<file path="config.mk">
export PLATFORM = sky130hd
export DESIGN_NAME = bus_grant_ctrl
export DESIGN_NICKNAME = d
export VERILOG_FILES = /design/src/rtl/arb_pkg.sv /design/src/rtl/hold_timer.sv /design/src/rtl/bus_grant_ctrl.sv
export SDC_FILE = /design/constraint.sdc
export NUM_CORES = 1
export LEC_CHECK = 0
export ABC_CLOCK_PERIOD_IN_PS = 3800
export BUFFER_PORTS_ARGS = -buffer_cell sky130_fd_sc_hd__buf_2
export CAP_MARGIN = 15
export CORE_MARGIN = 2
export CORE_UTILIZATION = 52
export DETAILED_ROUTE_END_ITERATION = 8
export PLACE_DENSITY = 0.86
export RECOVER_POWER = 50
export SKIP_CTS_REPAIR_TIMING = 1
export SKIP_LAST_GASP = 1
export SYNTH_ARGS = -nofsm -noshare
export SYNTH_HDL_FRONTEND = slang
export SYNTH_SLANG_ARGS = --single-unit
</file>
<file path="constraint.sdc">
create_clock -name clk -period 3.8 [get_ports clk]
set_clock_uncertainty 0.15 [all_clocks]
set_input_delay 0.57 -clock clk [delete_from_list [all_inputs] [get_ports clk]]
set_output_delay 0.57 -clock clk [all_outputs]
set_load 0.02 [all_outputs]
</file>
<file path="src/rtl/arb_pkg.sv">
// Shared definitions for the bus arbiter and the bus-ownership controller.
package arb_pkg;

  localparam int N_MASTERS = 4;
  localparam int IDX_W     = $clog2(N_MASTERS);

  typedef enum logic [1:0] {
    IDLE  = 2'd0,
    GRANT = 2'd1,
    TURN  = 2'd2
  } state_t;

  function automatic logic is_onehot(input logic [N_MASTERS-1:0] v);
    int cnt;
    cnt = 0;
    for (int i = 0; i < N_MASTERS; i++) cnt += int'(v[i]);
    return (cnt == 1);
  endfunction

  // Lowest set bit wins, matching the arbiter's encoder.
  function automatic logic [IDX_W-1:0] onehot_index(input logic [N_MASTERS-1:0] v);
    logic [IDX_W-1:0] idx;
    idx = '0;
    for (int i = N_MASTERS - 1; i >= 0; i--) begin
      if (v[i]) idx = IDX_W'(i);
    end
    return idx;
  endfunction

endpackage

</file>
<file path="src/rtl/hold_timer.sv">
// Up-counter that reloads to zero, with a terminal-count flag against a limit.
module hold_timer #(
  parameter int WIDTH = 4
) (
  input  logic             clk,
  input  logic             rst,
  input  logic             clear,
  input  logic             inc,
  input  logic [WIDTH-1:0] limit,
  output logic             tc
);

  logic [WIDTH-1:0] count;

  always_ff @(posedge clk) begin
    if (rst || clear) begin
      count <= '0;
    end else if (inc) begin
      count <= count + WIDTH'(1);
    end
  end

  assign tc = (count == limit);

endmodule

</file>
<file path="src/rtl/bus_grant_ctrl.sv">
// Bus-ownership controller: holds the arbiter's grant, forces release after
// MAX_HOLD cycles, enforces a turnaround gap and locks out timed-out masters.
module bus_grant_ctrl
  import arb_pkg::*;
#(
  parameter int MAX_HOLD   = 16,
  parameter int TURNAROUND = 1
) (
  input  logic                 clk,
  input  logic                 rst,
  input  logic [N_MASTERS-1:0] BR,
  output logic [N_MASTERS-1:0] REQ_OUT,
  input  logic [N_MASTERS-1:0] BG,
  output logic [N_MASTERS-1:0] GNT,
  output logic [IDX_W-1:0]     OWNER,
  output logic                 BUSY,
  output logic                 TIMEOUT
);

  localparam int              HOLD_W   = $clog2(MAX_HOLD);
  localparam logic [HOLD_W-1:0] HOLD_LIM = HOLD_W'(MAX_HOLD - 1);
  localparam logic [1:0]      TURN_LIM = (TURNAROUND > 0) ? 2'(TURNAROUND - 1) : 2'd0;

  state_t               state;
  logic [N_MASTERS-1:0] penalty;
  logic                 owner_req;
  logic                 hold_inc;
  logic                 hold_tc;
  logic                 turn_inc;
  logic                 turn_tc;

  assign REQ_OUT   = BR & ~penalty;
  assign owner_req = BR[OWNER];

  // The hold counter only advances while the grant is kept, so it is zero on
  // entry to GRANT and never runs past the limit.
  assign hold_inc = (state == GRANT) && owner_req && !hold_tc;
  assign turn_inc = (state == TURN);

  hold_timer #(.WIDTH(HOLD_W)) u_hold_timer (
    .clk   (clk),
    .rst   (rst),
    .clear (!hold_inc),
    .inc   (hold_inc),
    .limit (HOLD_LIM),
    .tc    (hold_tc)
  );

  hold_timer #(.WIDTH(2)) u_turn_timer (
    .clk   (clk),
    .rst   (rst),
    .clear (!turn_inc),
    .inc   (turn_inc),
    .limit (TURN_LIM),
    .tc    (turn_tc)
  );

  always_ff @(posedge clk) begin
    if (rst) begin
      state   <= IDLE;
      GNT     <= '0;
      OWNER   <= '0;
      BUSY    <= 1'b0;
      TIMEOUT <= 1'b0;
      penalty <= '0;
    end else begin
      TIMEOUT <= 1'b0;
      penalty <= penalty & BR;
      case (state)
        IDLE: begin
          if (is_onehot(BG)) begin
            GNT   <= BG;
            OWNER <= onehot_index(BG);
            BUSY  <= 1'b1;
            state <= GRANT;
          end
        end
        GRANT: begin
          if (!owner_req || hold_tc) begin
            GNT   <= '0;
            OWNER <= '0;
            BUSY  <= 1'b0;
            state <= (TURNAROUND == 0) ? IDLE : TURN;
            // Releasing on the limit cycle is a normal release, not a timeout.
            if (owner_req) begin
              TIMEOUT <= 1'b1;
              penalty <= (penalty & BR) | (N_MASTERS'(1) << OWNER);
            end
          end
        end
        TURN: begin
          if (turn_tc) state <= IDLE;
        end
        default: state <= IDLE;
      endcase
    end
  end

endmodule

</file>
# Word-level counts from Yosys, hierarchy flattened
# Index checks and enable logic that the tools add are counted.
[word_totals]
in_bits = 10
register_bits = 20
out_inout_bits = 12
[op_classes]
reduce_logical = 15
shift = 1
n_addsub = 5
n_bitwise = 6
eq_ne = 7
mux = 23
magnitude_cmp = 1
[ops]
columns = ["cell", "count"]
rows = [
  ["two-way mux 4 bit", 5],
  ["two-way mux 2 bit", 9],
  ["bitwise AND 4 bit", 2],
  ["case mux 4 bit (2 select lines)", 1],
  ["case mux 2 bit (3 select lines)", 1],
  ["AND reduction 3 bit", 2],
  ["adder 3 x 1 -> 4 bit", 1],
  ["adder 4 x 1 -> 4 bit (second input constant)", 1],
  ["== test 4 x 1 -> 1 bit (second input constant)", 1],
  ["== test 4 bit (second input constant)", 1],
  ["logical NOT 1 bit", 4],
  ["logical NOT 2 bit", 2],
  ["two-way mux 1 bit", 4],
  ["inequality test 2 x 1 -> 1 bit (second input constant)", 2],
  ["NOT 4 bit", 1],
  ["bitwise OR 4 bit", 1],
  ["case mux 2 bit (2 select lines)", 1],
  ["left shift 1 x 2 -> 4 bit (first input constant)", 1],
  ["adder 2 x 1 -> 3 bit", 1],
  ["logical OR 1 bit", 3],
  ["< comparator 2 x 3 -> 1 bit (second input constant)", 1],
  ["OR reduction 3 bit", 1],
  ["adder 1 x 1 -> 2 bit", 1],
  ["adder 2 x 1 -> 2 bit (second input constant)", 1],
  ["other kinds (8)", 10],
]

# Longest topological paths before layout
# Gate-level depths: netlist of the first run.
[depth]
depth_word = 6
mapped_depth = 9
ltp_nobuf = 9

# Hierarchy
# A second synthesis of the first run with hierarchy kept.
[unflattened]
cells_unflattened = 111
hier_area_um2 = 1063.5
[modules_own_cells]
columns = ["module", "instances", "area_each_um2", "cells_per_inst"]
rows = [
  ["bus_grant_ctrl", 1, 739.5, 79],
  ["hold_timer (u_hold_timer)", 1, 219.0, 22],
  ["hold_timer (u_turn_timer)", 1, 105.1, 10],
]

# Worst setup path before layout of the first run
# OpenSTA, ideal clock, no wires.
[synth_path]
path_kind = "input -> register"
start = "input port BG[0]"
end = "register OWNER[1]"
path_stages = 9
setup_slack_ns = 0.807
n_path_buf = 0
setup_time_ns = 0.067
arrival_time_ns = 2.776
cell_sequence = "inv_1 fa_1 inv_1 ha_1 ha_1 or3b_4 a21o_1 or4b_4 o21ai_2"
[synth_between]
elab_chain_len = 6
word_cells_on_any_way = 9
cone_classes = "add/sub: 3; eq/ne: 2; mux: 3; reduce/logical: 1"
[synth_lines]
columns = ["item", "line_no", "rtl"]
rows = [
  ["from (decl)", "bus_grant_ctrl.sv:13", "input logic [N_MASTERS-1:0] BG,"],
  ["adder 1 x 1 -> 2 bit", "arb_pkg.sv:16", "for (int i = 0; i < N_MASTERS; i++) cnt += int'(v[i]);"],
  ["adder 2 x 1 -> 3 bit", "arb_pkg.sv:16", ""],
  ["adder 3 x 1 -> 4 bit", "arb_pkg.sv:16", ""],
  ["== test 4 x 1 -> 1 bit", "arb_pkg.sv:17", "return (cnt == 1);"],
  ["inequality test 2 bit (no line)", "--", ""],
  ["AND reduction 3 bit (no line)", "--", ""],
  ["to (signal assigned)", "bus_grant_ctrl.sv:73", "OWNER <= onehot_index(BG);"],
  ["to (decl)", "bus_grant_ctrl.sv:15", "output logic [IDX_W-1:0] OWNER,"],
]
# Several ways; a longest one is shown, not always the timed one. The select of a mux whose other input is x is not followed.
# A chain may end at the register's enable or synchronous reset.

# Worst setup path in the final report of the first run
# Ends and elaborated chain as after synthesis.

==> reports/results.ini, run 1 <==
[critical_path]
rr_worst_depth=4
crit_path_end=OWNER[1]
cp.depth=10
required_ns=3.90
worstSetupPathType=input pin to register
cp_max_fo=3
cp-end-kind=register
r2r_start=state[0]
path_cells=buf_2 > inv_1 > fa_1 > inv_1 > ha_1 > ha_1 > or3b_4 > a21o_1 > or4b_4 > o21ai_2
r2r_end=GNT[3]
crit_arrival_ns=2.96
slowest_delay_ns=0.54
r2r_slack_ns=1.82
crit_family=adder cells
worst-path-buf-inv=3
slowest_stage=fa_1
start_kind=input pin
critical_path.startpoint=BG[0]

[placed_design]
placed_cells=148
gp_congestion=0.815
portBuffers=21
place_hpwl_mm=1.48
place_area_um2=1120

[run]
maxCapViolations=0

[global_route]
grt_first_pass_wirelength_mm=3.63
grt_overflow_total=0
grt_max_degree=23
grtUsageTotal_pct=23.0
antenna_found_initial=0
grt_pass1_vias=825

[floorplanning]
core_um2=1760
dieArea_um2=2300
ios=22
start_util_pct=57.0
rows=15
die_x_um=48.0
die_h_um=48.0

[timing]
fin_crit_ns=2.85
worst_pin_slew_ns=0.393
setup_tns_ns=0
holdWs_ns=0.283
slew_headroom_pct=73.8
final-hold-violation-count=0
grt_setup_unrepaired=false
fmax_mhz=350
setup_viol=0
final_max_slew_viol_count=0
fin_crit_sh_pct=75.1

[layout]
finalInstanceArea_um2=1150
areaGrowthSynthToFinish_pct=14.8
nNetsFinal=143
drive_gt1_share_pct=17.3
layout_common_cells=20 x dfxtp_1, 17 x inv_1, 11 x buf_2
antennaDiodeCount=0
mostFrequentLayoutCell=dfxtp_1
final_cell_count_no_fill=152
fill_cells=160

[yosys]
ys_async_sr_fraction_pct=0
yosysWarnings=0
syn_area_um2=1000
synthFlopType=dfxtp_1
synth-seq-cells=20
ys_types=41
avgSynthCellArea_um2=9.48
syn_inst=106
syn_nets=121
synth_edf_count=0
seq_area_frac_synth_pct=39.9

[power_and_ir_drop]
total_power_mw=0.509
power.internal_mw=0.368
p_switching_mw=0.141
p_clk_share_pct=34.4
swShare_pct=27.8
ir_drop_mv=0.275
seqPwrFrac_pct=46.6
total_leakage_power_nw=0.467
power_per_cell_area_nw_per_um2=441
pwr-share-comb_pct=19.1

[detailed_routing]
wire_per_inst_um=13.4
drc=0
avgViaCountPerCell=5.46
drtIter0Drc=33
finalWirelength_mm=2.04
vias=830
drtPass1Iterations=4
ant_nets=0

[cts]
numCtsBuffers=3
clk_pin_slew_ns=0.12
cts.htree.levels=1
cts.sinks=20
cts_tree=done
cts_root_buf=clkbuf_4
clock_latency_ns=0.31
cts_buffer_depth=2

[outcome]
status=finished clean

[hold_path]
min_path_type=register to register

[through the flow]
step / util, % / setup WS (ns)
floorplan: - / 0.807
global placement: 63.5 / 0.681
detailed placement: 63.5 / 0.631
CTS: 66.5 / 0.955
global route: 65.4 / 0.871
finish: 65.4 / 0.945
[worst min-delay path by stage]
stage,startpoint,end,cells past startpoint
floorplan,u_turn_timer.count[0],u_turn_timer.count[0],1
global placement,u_turn_timer.count[0],u_turn_timer.count[0],1
detailed placement,u_turn_timer.count[0],u_turn_timer.count[0],1
CTS,u_turn_timer.count[0],u_turn_timer.count[0],1
global route,u_turn_timer.count[0],u_turn_timer.count[0],1
finish,u_turn_timer.count[0],u_turn_timer.count[0],1
[power by group through the flow]
stage / clock (mW) / combinational, mW / sequential, mW
global route: 0.188 / 0.107 / 0.240
global placement: 0 / 0.0966 / 0.240
floorplan: 0 / 0.0675 / 0.244
finish: 0.175 / 0.0970 / 0.237
detailed placement: 0 / 0.0995 / 0.241
CTS: 0.178 / 0.0998 / 0.237
[per-layer routing]
| layer | up-vias | share of wire, % | track usage, % |
|---|---|---|---|
| li1 | 414 | - | - |
| met1 | 386 | 44 | 29.1 |
| met2 | 26 | 51 | 37.9 |
| met3 | 4 | 3.5 | 3.40 |
| met4 | 0 | 1.7 | 11.4 |
| met5 | - | 0 | 0 |
[sequential cells by signal, summed over array words and instances, names as in the netlist]
register            flops
GNT                     4
penalty                 4
u_hold_timer.count      4
OWNER                   2
state                   2
u_turn_timer.count      2
BUSY                    1
TIMEOUT                 1
[cell families (layout without fill, tap and decap cells)]
kind of cell               count (synthesis)  after routing  share of synthesized area, %
AOI/OAI and AO/OA                         18             18                          13.7
and+or+nand+nor                           36             36                          24.0
DFF                                       20             20                          39.9
buffers and inverters                     21             42                          8.47
xor gates and xnor gates                   2              2                          1.74
muxes                                      4              4                          5.23
adders and majority gates                  5              5                          6.97
[synth_stat cells, drive strengths merged, types with 3 or more instances]
master | count | area, µm²
nor2 | 4 | 15.0
nand3 | 4 | 20.0
mux2i | 3 | 30.0
nor3b | 3 | 22.5
nor2b | 6 | 37.5
nand2b | 3 | 21.3
a21oi | 5 | 28.8
inv | 17 | 63.8
o32ai | 5 | 43.8
dfxtp | 20 | 400
ha | 4 | 50.1
[final cells by class]
type | instances | area [µm²] | share of cell area (%)
sequential | 20 | 400 | 34.7
multi-input combinational | 65 | 513 | 44.5
inverter | 17 | 63.8 | 5.53
tap | 25 | 31.3 | 2.71
clock inverter | 1 | 30.0 | 2.60
clock buffer | 3 | 22.5 | 1.95
timing repair buffer | 21 | 92.6 | 8.03
[worst reg2reg max path: stages (launching register included)]
cell	delay, ns
dfxtp_1	0.55
or3b_1	0.38
o22ai_1	0.33
a21oi_2	0.20
o32ai_1	0.27
(Power assumes the default switching activity.)
==> inputs of run 2 (changes only) <==
--- a/config.mk
+++ b/config.mk
@@ -5,13 +5,13 @@
 export SDC_FILE = /design/constraint.sdc
 export NUM_CORES = 1
 export LEC_CHECK = 0
-export ABC_CLOCK_PERIOD_IN_PS = 3800
+export ABC_CLOCK_PERIOD_IN_PS = 2600
 export BUFFER_PORTS_ARGS = -buffer_cell sky130_fd_sc_hd__buf_2
 export CAP_MARGIN = 15
 export CORE_MARGIN = 2
-export CORE_UTILIZATION = 52
+export CORE_UTILIZATION = 47
 export DETAILED_ROUTE_END_ITERATION = 8
-export PLACE_DENSITY = 0.86
+export PLACE_DENSITY = 0.82
 export RECOVER_POWER = 50
 export SKIP_CTS_REPAIR_TIMING = 1
 export SKIP_LAST_GASP = 1
==> constraint.sdc (replaced) <==
create_clock -name clk -period 2.6 [get_ports clk]
set_clock_uncertainty 0.15 [all_clocks]
set_input_delay 0.39 -clock clk [delete_from_list [all_inputs] [get_ports clk]]
set_output_delay 0.39 -clock clk [all_outputs]
set_load 0.02 [all_outputs]
==> run 2 against run 1 <==
Against the previous run:
- design area rose by 7.4%
- clock power rose by 47%
- sequential share of layout area fell by 2.4 points
- non-clock buffer count rose by 4
- total power rose by 52%
- sequential power rose by 46%
- wire length rose by 7.6%
==> reports/results.ini, run 2 (synthesized netlist as in run 1, its figures left out) <==
[critical_path]
crit_family=adder cells
cp_common_cell=ha_4
slowest_delay_ns=0.55
crit_arrival_ns=2.64
rr_worst_depth=4
cp_max_fo=3
r2r_end=GNT[0]
required_ns=2.70
slowest_stage=fa_1
path_cells=buf_6 > inv_4 > fa_1 > inv_2 > ha_4 > ha_4 > or3b_4 > a21o_1 > or4b_4 > o21ai_2
critical_path.startpoint=BG[1]
cp-end-kind=register
cp.depth=10
crit_path_end=OWNER[1]
start_kind=input pin
worst-path-buf-inv=3
r2r_slack_ns=0.60
worstSetupPathType=input pin to register
r2r_start=state[0]

[timing]
setup_tns_ns=0
final-hold-violation-count=0
slew_headroom_pct=63.2
setup_viol=0
fin_crit_sh_pct=97.7
fin_crit_ns=2.54
worst_pin_slew_ns=0.552
grt_setup_unrepaired=false
fmax_mhz=394
final_max_slew_viol_count=0

[floorplanning]
rows=16
dieArea_um2=2520
start_util_pct=50.7
die_h_um=50.2
core_um2=1980
ios=22
die_x_um=50.2

[power_and_ir_drop]
power_per_cell_area_nw_per_um2=624
ir_drop_mv=0.419
total_leakage_power_nw=0.480
total_power_mw=0.773

[layout]
seq_area_um2=400
areaGrowthSynthToFinish_pct=23.3
drive_gt1_share_pct=22.9
final_cell_count_no_fill=158
layout_common_cells=20 x dfxtp_1, 13 x inv_1, 12 x clkbuf_1
mostFrequentLayoutCell=dfxtp_1
nNetsFinal=147
reg_top3=GNT x4, penalty x4, u_hold_timer.count x4
antennaDiodeCount=0
fill_cells=181
multiInputGateArea_um2=546

[global_route]
grt_pass1_vias=767
grt_max_degree=23
antenna_found_initial=0
grtUsageTotal_pct=18.2
grt_first_pass_wirelength_mm=3.44
grt_overflow_total=0

[placed_design]
portBuffers=21
place_hpwl_mm=1.48
placed_cells=153
gp_congestion=0.756

[cts]
cts.sinks=20
cts_tree=done
cts_root_buf=clkbuf_4
numCtsBuffers=3
cts_buffer_depth=2
clock_latency_ns=0.30
cts.htree.levels=1
clk_pin_slew_ns=0.12

[hold_path]
min_path_type=input pin to register
hold_depth=3

[detailed_routing]
finalWirelength_mm=2.20
wl_met1_um=956
avgViaCountPerCell=5.26
vias=831
wire_per_inst_um=13.9
top_layer=met4
ant_nets=0
drtPass1Iterations=6
drc=0
wl_met2_mm=1.12
drtIter0Drc=16
dr_wl_met3_um=93

[outcome]
status=finished clean

[run]
maxCapViolations=0

==> run 2: changes by cell type in the layout (fill, tap and decap cells not counted), sizes merged <==
cell and delta:
buf +2, clkbuf +2
==> run 2: report_power, final <==
part           switching, mW  internal [mW]
clock                  0.102          0.156
sequential            0.0224          0.324
combinational         0.0948         0.0734
total                  0.219          0.553
==> run 2: layout make-up <==
cell class                 instances  area share (%)
clock buffer                       3            1.82
inverter                          17            5.96
tap                               27            2.73
clock inverter                     1            2.42
sequential                        20            32.3
multi-input combinational         65            44.0
timing repair buffer              25            10.7
==> run 2: worst register-to-register path, cell delays in order (launching register included) <==
cell     delay (ns)
dfxtp_1        0.53
or3b_1         0.38
o22ai_1        0.45
a21oi_4        0.17
o32ai_1        0.24
==> run 2: worst min path at each step <==
| stage | from | end |
|---|---|---|
| floorplan | u_turn_timer.count[0] | u_turn_timer.count[0] |
| global placement | u_turn_timer.count[0] | u_turn_timer.count[0] |
| detailed placement | u_turn_timer.count[0] | u_turn_timer.count[0] |
| CTS | BR[0] | penalty[0] |
| global route | BR[1] | penalty[1] |
| finish | BG[3] | GNT[3] |
==> run 2: layer usage <==
metal	GRT usage (%)	vias up
li1	-	416
met3	3.57	4
met4	6.94	0
met5	0	-
met1	23.2	391
met2	30.0	20
==> run 2: metrics by stage <==
step	hold WS, ns	utilization [%]	setup slack, ns	cell area [µm²]
2_1_floorplan	0.251	-	-0.160	1010
3_3_place_gp	0.262	58.3	-0.348	1150
3_5_place_dp	0.273	58.3	-0.417	1150
4_1_cts	0.174	60.9	-0.0917	1210
5_1_grt	0.169	62.5	0.0148	1240
6_report	0.178	62.5	0.0595	1240
==> inputs of run 3 (changes only) <==
--- a/config.mk
+++ b/config.mk
@@ -8,10 +8,12 @@
 export ABC_CLOCK_PERIOD_IN_PS = 2600
 export BUFFER_PORTS_ARGS = -buffer_cell sky130_fd_sc_hd__buf_2
 export CAP_MARGIN = 15
+export CELL_PAD_IN_SITES_DETAIL_PLACEMENT = 1
+export CELL_PAD_IN_SITES_GLOBAL_PLACEMENT = 2
 export CORE_MARGIN = 2
-export CORE_UTILIZATION = 47
+export CORE_UTILIZATION = 28
 export DETAILED_ROUTE_END_ITERATION = 8
-export PLACE_DENSITY = 0.82
+export PLACE_DENSITY = 0.81
 export RECOVER_POWER = 50
 export SKIP_CTS_REPAIR_TIMING = 1
 export SKIP_LAST_GASP = 1
==> run 3 against run 2 <==
Against the previous run:
- the run now ends with setup timing left
- count of clock-buffer cells in the layout unchanged
- via count is 4.0% higher
- wire length rose by 15%
- design area rose by 0.71%
- worst setup slack worse by 0.067 ns
- global-route usage fell by 5.6 points
- first-iteration DRC count grew to 2.7 times the previous value
- largest power group unchanged
- largest cell class unchanged
- non-clock buffer count grew 5
==> reports/results.ini, run 3 (synthesized netlist as in run 1, its figures left out) <==
[layout]
mostFrequentLayoutCell=dfxtp_1
reg_top3=GNT x4, penalty x4, u_hold_timer.count x4
drive_gt1_share_pct=24.4
fill_cells=422
layout_common_cells=20 x dfxtp_1, 14 x inv_1, 12 x clkbuf_1
areaGrowthSynthToFinish_pct=24.2
antennaDiodeCount=0
final_cell_count_no_fill=181
nNetsFinal=152

[cts]
cts_buffer_depth=2
cts.htree.levels=1
cts_root_buf=clkbuf_4
clock_latency_ns=0.30
cts_tree=done
numCtsBuffers=3
clk_pin_slew_ns=0.11
cts.sinks=20

[hold_path]
min_path_type=input pin to register
hold_depth=3

[global_route]
top_usage_layer=met2
grt_pass1_vias=847
use_met2_pct=22.3
grt_max_degree=23
use_met3_pct=3.52
grt_overflow_total=0
grt_first_pass_wirelength_mm=4.00
grtUsageTotal_pct=12.6
use_met1_pct=15.5
antenna_found_initial=0

[timing]
grt_setup_unrepaired=true
final-hold-violation-count=0
fin_crit_ns=2.61
fin_crit_sh_pct=100
setup_ws_ns=-0.00802
slew_headroom_pct=73.4
worst_pin_slew_ns=0.399
holdWs_ns=0.187
fmax_mhz=383
final_max_slew_viol_count=0
setup_viol=1

[detailed_routing]
avgViaCountPerCell=4.77
drtIter0Drc=43
finalWirelength_mm=2.53
vias=864
wire_per_inst_um=14.0
drc=0
drtPass1Iterations=4
ant_nets=0

[placed_design]
placed_cells=178
gp_congestion=0.743
portBuffers=21
place_hpwl_mm=1.90

[critical_path]
worstSetupPathType=input pin to register
start_kind=input pin
rr_worst_depth=5
crit_arrival_ns=2.70
cp-end-kind=register
required_ns=2.70
r2r_slack_ns=0.62
cp_max_fo=3

[floorplanning]
rows=21
die_x_um=63.9
dieArea_um2=4080
die_h_um=63.9
ios=22
core_um2=3390
start_util_pct=29.6

[power_and_ir_drop]
power_per_cell_area_nw_per_um2=545
total_leakage_power_nw=0.486
ir_drop_mv=0.290

[outcome]
status=finished, violations left
violations=setup timing

[run]
maxCapViolations=0

run 3: critical path, stage by stage:
cell and delay (ns):
buf_6 0.10, inv_8 0.03, fa_1 0.53, inv_1 0.05, ha_2 0.19, ha_4 0.23
or3b_4 0.37, a21o_1 0.22, or4b_4 0.54, o21ai_2 0.06
run 3: area by class of cell:
class / count / area (µm²) / share of cell area [%]
multi-input combinational: 65 / 528 / 42.3
clock buffer: 3 / 22.5 / 1.81
sequential: 20 / 400 / 32.1
inverter: 17 / 71.3 / 5.72
tap: 46 / 57.6 / 4.61
timing repair buffer: 30 / 168 / 13.4
run 3: routing by layer:
layer	part of all wire [%]	vias to the layer above	wire, µm
li1	-	426	-
met1	42	410	1060
met2	52	28	1310
met3	6.2	0	157
met4	0	0	0
met5	0	-	0
run 3: final timing paths:
check	start	end
hold / removal	BG[3]	GNT[3]
hold reg to reg	u_turn_timer.count[0]	u_turn_timer.count[0]
setup / recovery	BG[3]	OWNER[1]
setup reg to reg	state[0]	GNT[1]
run 3: power breakdown:
group          leakage, nW  switching (mW)  internal [mW]
clock network       0.0138          0.0921         0.0540
registers            0.162          0.0223          0.324
logic                0.310          0.0991         0.0884
run 3: through the flow:
| stage | utilization (%) | worst slack (ns) | cell area (µm²) | power (mW) | TNS [ns] |
|---|---|---|---|---|---|
| floorplan | - | -0.160 | 1010 | 0.457 | -0.162 |
| global placement | 36.1 | -0.334 | 1220 | 0.528 | -1.97 |
| detailed placement | 36.1 | -0.403 | 1220 | 0.538 | -2.68 |
| CTS | 36.8 | -0.0804 | 1250 | 0.685 | -0.277 |
| global route | 36.8 | -0.0181 | 1250 | 0.723 | -0.0287 |
| finish | 36.8 | -0.00802 | 1250 | 0.680 | -0.00802 |
